**src/rtl/fir_stim_gen.sv**
```systemverilog
// Stimulus source for FIR_Filter: emits a 600 kHz sample strobe and a 3-bit signed sample.
// Each run is a burst of patterned samples followed by zero samples that flush the taps.
module fir_stim_gen #(
  parameter int unsigned CLK_DIV    = 20,
  parameter int unsigned IMP_PERIOD = 64,
  parameter int unsigned BURST_LEN  = 150,
  parameter int unsigned DRAIN_LEN  = 32
) (
  input  logic       iClk_12MHz,
  input  logic       iRst,
  input  logic       iStart,
  input  logic       iStop,
  input  logic [1:0] iMode,
  input  logic [2:0] iAmp,
  output logic       oEnSample_600kHz,
  output logic [2:0] oFirIn,
  output logic       oBusy,
  output logic       oDone,
  output logic [7:0] oSampleCnt
);

  localparam int unsigned DivW = $clog2(CLK_DIV);
  localparam logic [DivW-1:0] DivLast = DivW'(CLK_DIV - 1);
  localparam logic [7:0] LastIdx  = 8'(BURST_LEN - 1);
  localparam logic [7:0] DrainLen = 8'(DRAIN_LEN);
  localparam logic [7:0] ImpMask  = 8'(IMP_PERIOD - 1);
  localparam logic [7:0] LfsrSeed = 8'hA5;

  localparam logic [1:0] StIdle  = 2'd0;
  localparam logic [1:0] StRun   = 2'd1;
  localparam logic [1:0] StDrain = 2'd2;
  localparam logic [1:0] StDone  = 2'd3;

  logic [1:0]      stateQ, stateD;
  logic [DivW-1:0] divQ, divD, divNext;
  logic [7:0]      cntQ, cntD, cntNext;
  logic [7:0]      drainQ, drainD;
  logic [7:0]      lfsrQ, lfsrD;
  logic            stopQ, stopD;
  logic [1:0]      modeQ, modeD;
  logic [2:0]      ampQ, ampD;
  logic            strobeQ, strobeD;
  logic [2:0]      firQ, firD;
  logic            boundary;

  // Fibonacci x^8+x^6+x^5+x^4+1, shifting towards the MSB.
  function automatic logic [7:0] lfsrStep(input logic [7:0] s);
    return {s[6:0], s[7] ^ s[5] ^ s[4] ^ s[3]};
  endfunction

  function automatic logic [2:0] pattern(input logic [1:0] mode, input logic [2:0] amp,
                                         input logic [7:0] n, input logic [7:0] lfsr);
    logic [2:0] v;
    v = 3'd0;
    case (mode)
      2'd0:    v = ((n & ImpMask) == 8'd0) ? amp : 3'd0;
      2'd1:    v = ({24'd0, n} < IMP_PERIOD) ? 3'd0 : amp;
      2'd2:    v = n[2:0];
      default: v = lfsr[2:0];
    endcase
    return v;
  endfunction

  assign divNext  = (divQ == DivLast) ? '0 : divQ + 1'b1;
  assign boundary = (divQ == DivLast);
  assign cntNext  = (cntQ == 8'hFF) ? cntQ : cntQ + 8'd1;

  always_comb begin
    stateD  = stateQ;
    divD    = divQ;
    cntD    = cntQ;
    drainD  = drainQ;
    lfsrD   = lfsrQ;
    stopD   = stopQ;
    modeD   = modeQ;
    ampD    = ampQ;
    strobeD = 1'b0;
    firD    = firQ;
    case (stateQ)
      StIdle: begin
        if (iStart) begin
          stateD  = StRun;
          divD    = '0;
          cntD    = 8'd0;
          drainD  = 8'd0;
          lfsrD   = LfsrSeed;
          stopD   = 1'b0;
          modeD   = iMode;
          ampD    = iAmp;
          strobeD = 1'b1;
          firD    = pattern(iMode, iAmp, 8'd0, LfsrSeed);
        end
      end
      StRun: begin
        divD  = divNext;
        stopD = stopQ | iStop;
        if (boundary) begin
          if (stopQ || iStop || (cntQ == LastIdx)) begin
            // The strobe slot right after the last RUN sample belongs to DRAIN.
            if (DrainLen == 8'd0) begin
              stateD = StDone;
            end else begin
              stateD  = StDrain;
              strobeD = 1'b1;
              firD    = 3'd0;
              drainD  = 8'd1;
            end
          end else begin
            lfsrD   = lfsrStep(lfsrQ);
            cntD    = cntNext;
            strobeD = 1'b1;
            firD    = pattern(modeQ, ampQ, cntNext, lfsrStep(lfsrQ));
          end
        end
      end
      StDrain: begin
        divD = divNext;
        if (boundary) begin
          if (drainQ == DrainLen) begin
            stateD = StDone;
          end else begin
            strobeD = 1'b1;
            firD    = 3'd0;
            drainD  = drainQ + 8'd1;
          end
        end
      end
      default: begin
        stateD = StIdle;
        divD   = '0;
      end
    endcase
  end

  always_ff @(posedge iClk_12MHz) begin
    if (iRst) begin
      stateQ  <= StIdle;
      divQ    <= '0;
      cntQ    <= 8'd0;
      drainQ  <= 8'd0;
      lfsrQ   <= LfsrSeed;
      stopQ   <= 1'b0;
      modeQ   <= 2'd0;
      ampQ    <= 3'd0;
      strobeQ <= 1'b0;
      firQ    <= 3'd0;
    end else begin
      stateQ  <= stateD;
      divQ    <= divD;
      cntQ    <= cntD;
      drainQ  <= drainD;
      lfsrQ   <= lfsrD;
      stopQ   <= stopD;
      modeQ   <= modeD;
      ampQ    <= ampD;
      strobeQ <= strobeD;
      firQ    <= firD;
    end
  end

  assign oEnSample_600kHz = strobeQ;
  assign oFirIn           = firQ;
  assign oBusy            = (stateQ == StRun) || (stateQ == StDrain);
  assign oDone            = (stateQ == StDone);
  assign oSampleCnt       = cntQ;

endmodule

```
**config.mk**
```make
export PLATFORM = sky130hd
export DESIGN_NAME = fir_stim_gen
export DESIGN_NICKNAME = d
export VERILOG_FILES = /design/src/rtl/fir_stim_gen.sv
export SDC_FILE = /design/constraint.sdc
export NUM_CORES = 1
export LEC_CHECK = 0
export BUFFER_PORTS_ARGS = -buffer_cell sky130_fd_sc_hd__buf_2
export CORE_MARGIN = 4
export CORE_UTILIZATION = 55
export DETAILED_ROUTE_END_ITERATION = 12
export PLACE_DENSITY = 0.75
export SETUP_SLACK_MARGIN = 0.4
export SKIP_LAST_GASP = 1
export SLEW_MARGIN = 20
export SYNTH_ARGS = -nofsm -noshare
export SYNTH_HDL_FRONTEND = slang
export SYNTH_SLANG_ARGS = --single-unit
```
**constraint.sdc**
```tcl
create_clock -name iClk_12MHz -period 3.05 [get_ports iClk_12MHz]
set_clock_uncertainty 0.2 [all_clocks]
set_input_delay 0.1525 -clock iClk_12MHz [delete_from_list [all_inputs] [get_ports iClk_12MHz]]
set_output_delay 0.1525 -clock iClk_12MHz [all_outputs]
set_load 0.01 [all_outputs]
```
Word level (Yosys, flattened, before mapping). Index checks and enable logic that the tools add are counted.

RAM bits: 0. ROM bits: 0. Output and inout bits: 14. Memories kept: 0. Flip-flop bits (word level): 41. Word-level logic and storage cells: 93. Bits of input ports: 9. Latch bits: 0.

Mux-type cells: 40. Divide/modulo/power cells: 0. Equal/unequal tests: 18. Order comparisons: 1. $add $sub $neg: 3. Multiply operators: 0. Reductions and logical operators: 17. Bitwise logic cells: 4. Shift operators: 0.

Operators by type and width (count): $mux W8 (11); $pmux W8 S2 (2); $pmux W8 S3 (1); $mux W3 (7); $pmux W3 S3 (2); $add A8 B1 Y8 const B (2); $eq A8 B8 Y1 const B (2); $ne A2 B2 Y1 const B (7); $mux W2 (5); $mux W5 (2); $pmux W5 S2 (1); $reduce_and A5 Y1 (2); $eq A2 B2 Y1 const B (4); $eq A8 B6 Y1 const B (1); $logic_not A8 Y1 (1); $lt A8 B7 Y1 const B (1); $eq A2 B1 Y1 const B (3); $logic_not A2 Y1 (3); $pmux W2 S3 (1); $pmux W3 S2 (1); $reduce_and A6 Y1 (1); $add A5 B1 Y5 const B (1); $eq A5 B5 Y1 const B (1); $mux W1 (5); other kinds (10) (16).

Longest topological paths before layout.
Word-level depth: 8. Mapped depth: 10. Mapped depth without buffers: 8.

Worst setup path before layout. Ideal clock, no wire load.

Kind: reg2reg. Start: register stateQ[0]. End: register firQ[2] (netlist: oFirIn[2]). Slack: 709 ps. Clock period less this slack: 2341 ps. Data required time: 2771 ps. Path buffers: 2. Data arrival time: 2062 ps. Cell stages (with the launch flop): 10. Library setup time: 79 ps. Path through: dfxtp_1 -> inv_1 -> ha_1 -> buf_2 -> nand2b_1 -> buf_4 -> o21ai_2 -> or3_4 -> or4_1 -> o211ai_1.

Word-level cells in the longest chain between the ends: 3. Elaborated cells between the ends (all ways): 10. Classes of those cells: eq/ne: 6; mux: 1; reduce/logical: 3.

RTL lines: from (decl) (RTL line 34) `logic [1:0] stateQ, stateD;`; from (signal assigned) (RTL line 137) `stateQ <= StIdle;`; from (signal assigned) (RTL line 148) `stateQ <= stateD;`; $eq A2 B2 Y1 (tied with other cells) (RTL line 79) `case (stateQ)`; $ne A2 B2 Y1 (no source line) / $reduce_bool A3 Y1 (equally long branches); $reduce_and A5 Y1 (no source line); to (signal assigned) (RTL line 157) `firQ <= firD;`; to (decl) (RTL line 43) `logic [2:0] firQ, firD;`.

Several ways; a longest one is shown, not always the timed one. A chain may end at the register's enable or synchronous reset.

Worst setup path after layout. Same ends and word-level chain as after synthesis.

==> flow_summary.ini <==
[setup_path]
crit_path_max_fanout = 9
cp_num_buf_inv = 1
arrival_ps = 2500
cpPeakStageDelay_ps = 510
worst-setup-path-type = flip-flop to flip-flop
cp-end-kind = flip-flop
worstSetupStartpointType = flip-flop
cp_cell_sequence = inv_1, ha_1, nand2b_2, o21ai_2, or3_4, or4_1, o211ai_1
cp.required_ps = 3070
critPathTopFamily = simple AND/OR/NAND/NOR gates
slowest_stage = or4_1

[clock_tree]
cts_buffers = 5
postCtsSetupBuffers = 0
clockBufferDepth = 2
numClockSinks = 41
path_clk_slew_ps = 80
cts_tree = built
clk_latency_ps = 290
htree_levels = 2
root_buffer = clkbuf_8

[placed_design]
gp_congestion = 0.824
dpl_cell_area_um2 = 2420
place_hpwl_mm = 3.51
port_buffers = 22
dp_cells = 340

[yosys]
synthesis.area_um2 = 2320
ys_warn_count = 0
syn_nets = 305
synth_cell_types = 54
synthArstFlopShare = 0
ys_top_cells_by_area = dfxtp_1 (35%), ha_1 (5.4%), a21oi_1 (5.2%)
ys.flop_type = dfxtp_1
syn_area_per_cell_um2 = 8.12
netlist.area_leader.share = 0.353
synth_edf_count = 0
syn_inst = 286
ys_seq_elements = 41
synth-seq-area-share = 0.353
synth.largest_area_cell = dfxtp_1

[global_routing]
grt_max_degree = 36
grt_pass1_wl_mm = 8.70
antenna_found_initial = 0
grt_overflow = 0
grt_pass1_vias = 1864
grt_use_total = 0.208

[cells_and_area]
n_antenna_cell = 0
layout_commonest_cell = dfxtp_1
most-common-layout-cells = dfxtp_1 (40), nor2_1 (26), a21oi_1 (24)
utilization = 0.655
layout-area-overhead-vs-synth_pct = 13.6
fin_cells = 358
layout.nets = 326
fin_area_um2 = 2640
drive_above_1_share = 0.120

[routing]
m1WireLength_mm = 2.58
topRoutingLayerUsed = met4
vias_per_cell = 5.80
met2WireLength_mm = 2.18
drtIter0Drc = 100
drc = 0
wirelength_mm = 5.08
firstDrtPassIters = 4
post_drt_wl_per_cell_um = 14.2
wl_met3_um = 257
ant_nets = 0
num_vias = 2077

[power_and_ir_drop]
ir_drop_uv = 561
power.density_nw_per_um2 = 734
leakage_nw = 1.01

[sta]
fin_tns_setup_ps = 0
period_share = 0.814
post-route-min-period_ps = 2480
tightestPinTransition_ps = 619
rsz0062_at_grt = no
hold_viol_final = 0
maxSlewHeadroom = 0.587
drv_slew = 0
setup_viol = 0
max_freq_ghz = 0.403
fin_hold_ws_ps = 14.8

[run_status]
outcome = finished, final reports clean

[min_path]
hold_class = primary input to flip-flop

[floorplan]
die_h_um = 73.0
rows = 23
floorplan.initialDensity = 0.577
die_x_um = 73.0
core-area_um2 = 4030
die-area_um2 = 5330
ioPinCount = 23

[job]
drv_cap = 0
-- through the flow --
step / worst slack (ps) / total power, W
floorplan: 709 / 0.00129
global placement: 574 / 0.00144
detailed placement: 467 / 0.00145
CTS: 448 / 0.00193
global route: 407 / 0.00207
finish: 567 / 0.00194
-- cell type report --
cell class,instances,area (µm²)
clock buffer,7,86.3
clock inverter,1,30.0
fill,358,1390
inverter,11,41.3
multi-input combinational,214,1370
sequential,41,822
tap,50,62.6
timing repair buffer,34,229
-- report_power, final --
group	internal (W)	switching [W]
sequential	0.000614	0.0000711
clock	0.000267	0.000187
combinational	0.000319	0.000480
-- timing repair --
| action | CTS | global route |
|---|---|---|
| hold endpoints to repair | 6 | 0 |
| resized for setup | 0 | 3 |
| hold buffers | 10 | 0 |
| setup endpoints to repair | 0 | 4 |
-- routing by layer --
layer  up-vias  GRT usage
met5         -          0
li1       1072          -
met1       955      0.303
met3         7     0.0482
met2        43      0.300
met4         0     0.0676
-- cells by family (layout without fill, tap and decap cells) --
| logic type | count (synthesis) | after routing | share of synthesized area |
|---|---|---|---|
| mux | 2 | 2 | 0.00862 |
| flops | 41 | 41 | 0.353 |
| fa+ha+maj | 10 | 10 | 0.0539 |
| xor+xnor | 14 | 14 | 0.0528 |
| buf+inv | 31 | 53 | 0.0614 |
| simple gates | 117 | 117 | 0.272 |
| compound gates | 71 | 71 | 0.198 |
-- worst reg2reg max path, cell delays in order (launching register included) --
cell	delay, ps
dfxtp_1	380
inv_1	90
ha_1	320
nand2b_2	210
o21ai_2	120
or3_4	410
or4_1	510
o211ai_1	160
-- sequential cells by signal, indices dropped and copies added (netlist names) --
signal / flops
oFirIn: 3
stateQ: 2
oEnSample_600kHz: 1
drainQ: 8
modeQ: 2
divQ: 5
stopQ: 1
lfsrQ: 8
oSampleCnt: 8
ampQ: 3
-- worst paths after layout --
check / from / endpoint / slack (ps) / depth (start not counted)
max: stateQ[0]$_SDFFE_PP0P_ / oFirIn[2]$_SDFFE_PP0P_ / 570 / 7
min: iStart / modeQ[1]$_SDFFE_PP0P_ / 10 / 3
max reg2reg: stateQ[0]$_SDFFE_PP0P_ / oFirIn[2]$_SDFFE_PP0P_ / 570 / 7
min reg2reg: lfsrQ[6]$_SDFFE_PP0P_ / lfsrQ[6]$_SDFFE_PP0P_ / 260 / 2
-- cells in the mapped netlist, types with 4 or more instances --
cell	n
nand3_1	16
nor2_1	26
ha_1	10
buf_2	6
inv_1	11
o21ai_0	11
nand2b_1	11
dfxtp_1	41
nand2_1	22
and3_1	4
nand3b_1	5
xor2_1	8
clkbuf_1	9
nor3_1	8
a21oi_1	24
nand4_1	9
a211oi_1	6
xnor2_1	6
No activity file was read; power rests on OpenSTA's default activity.
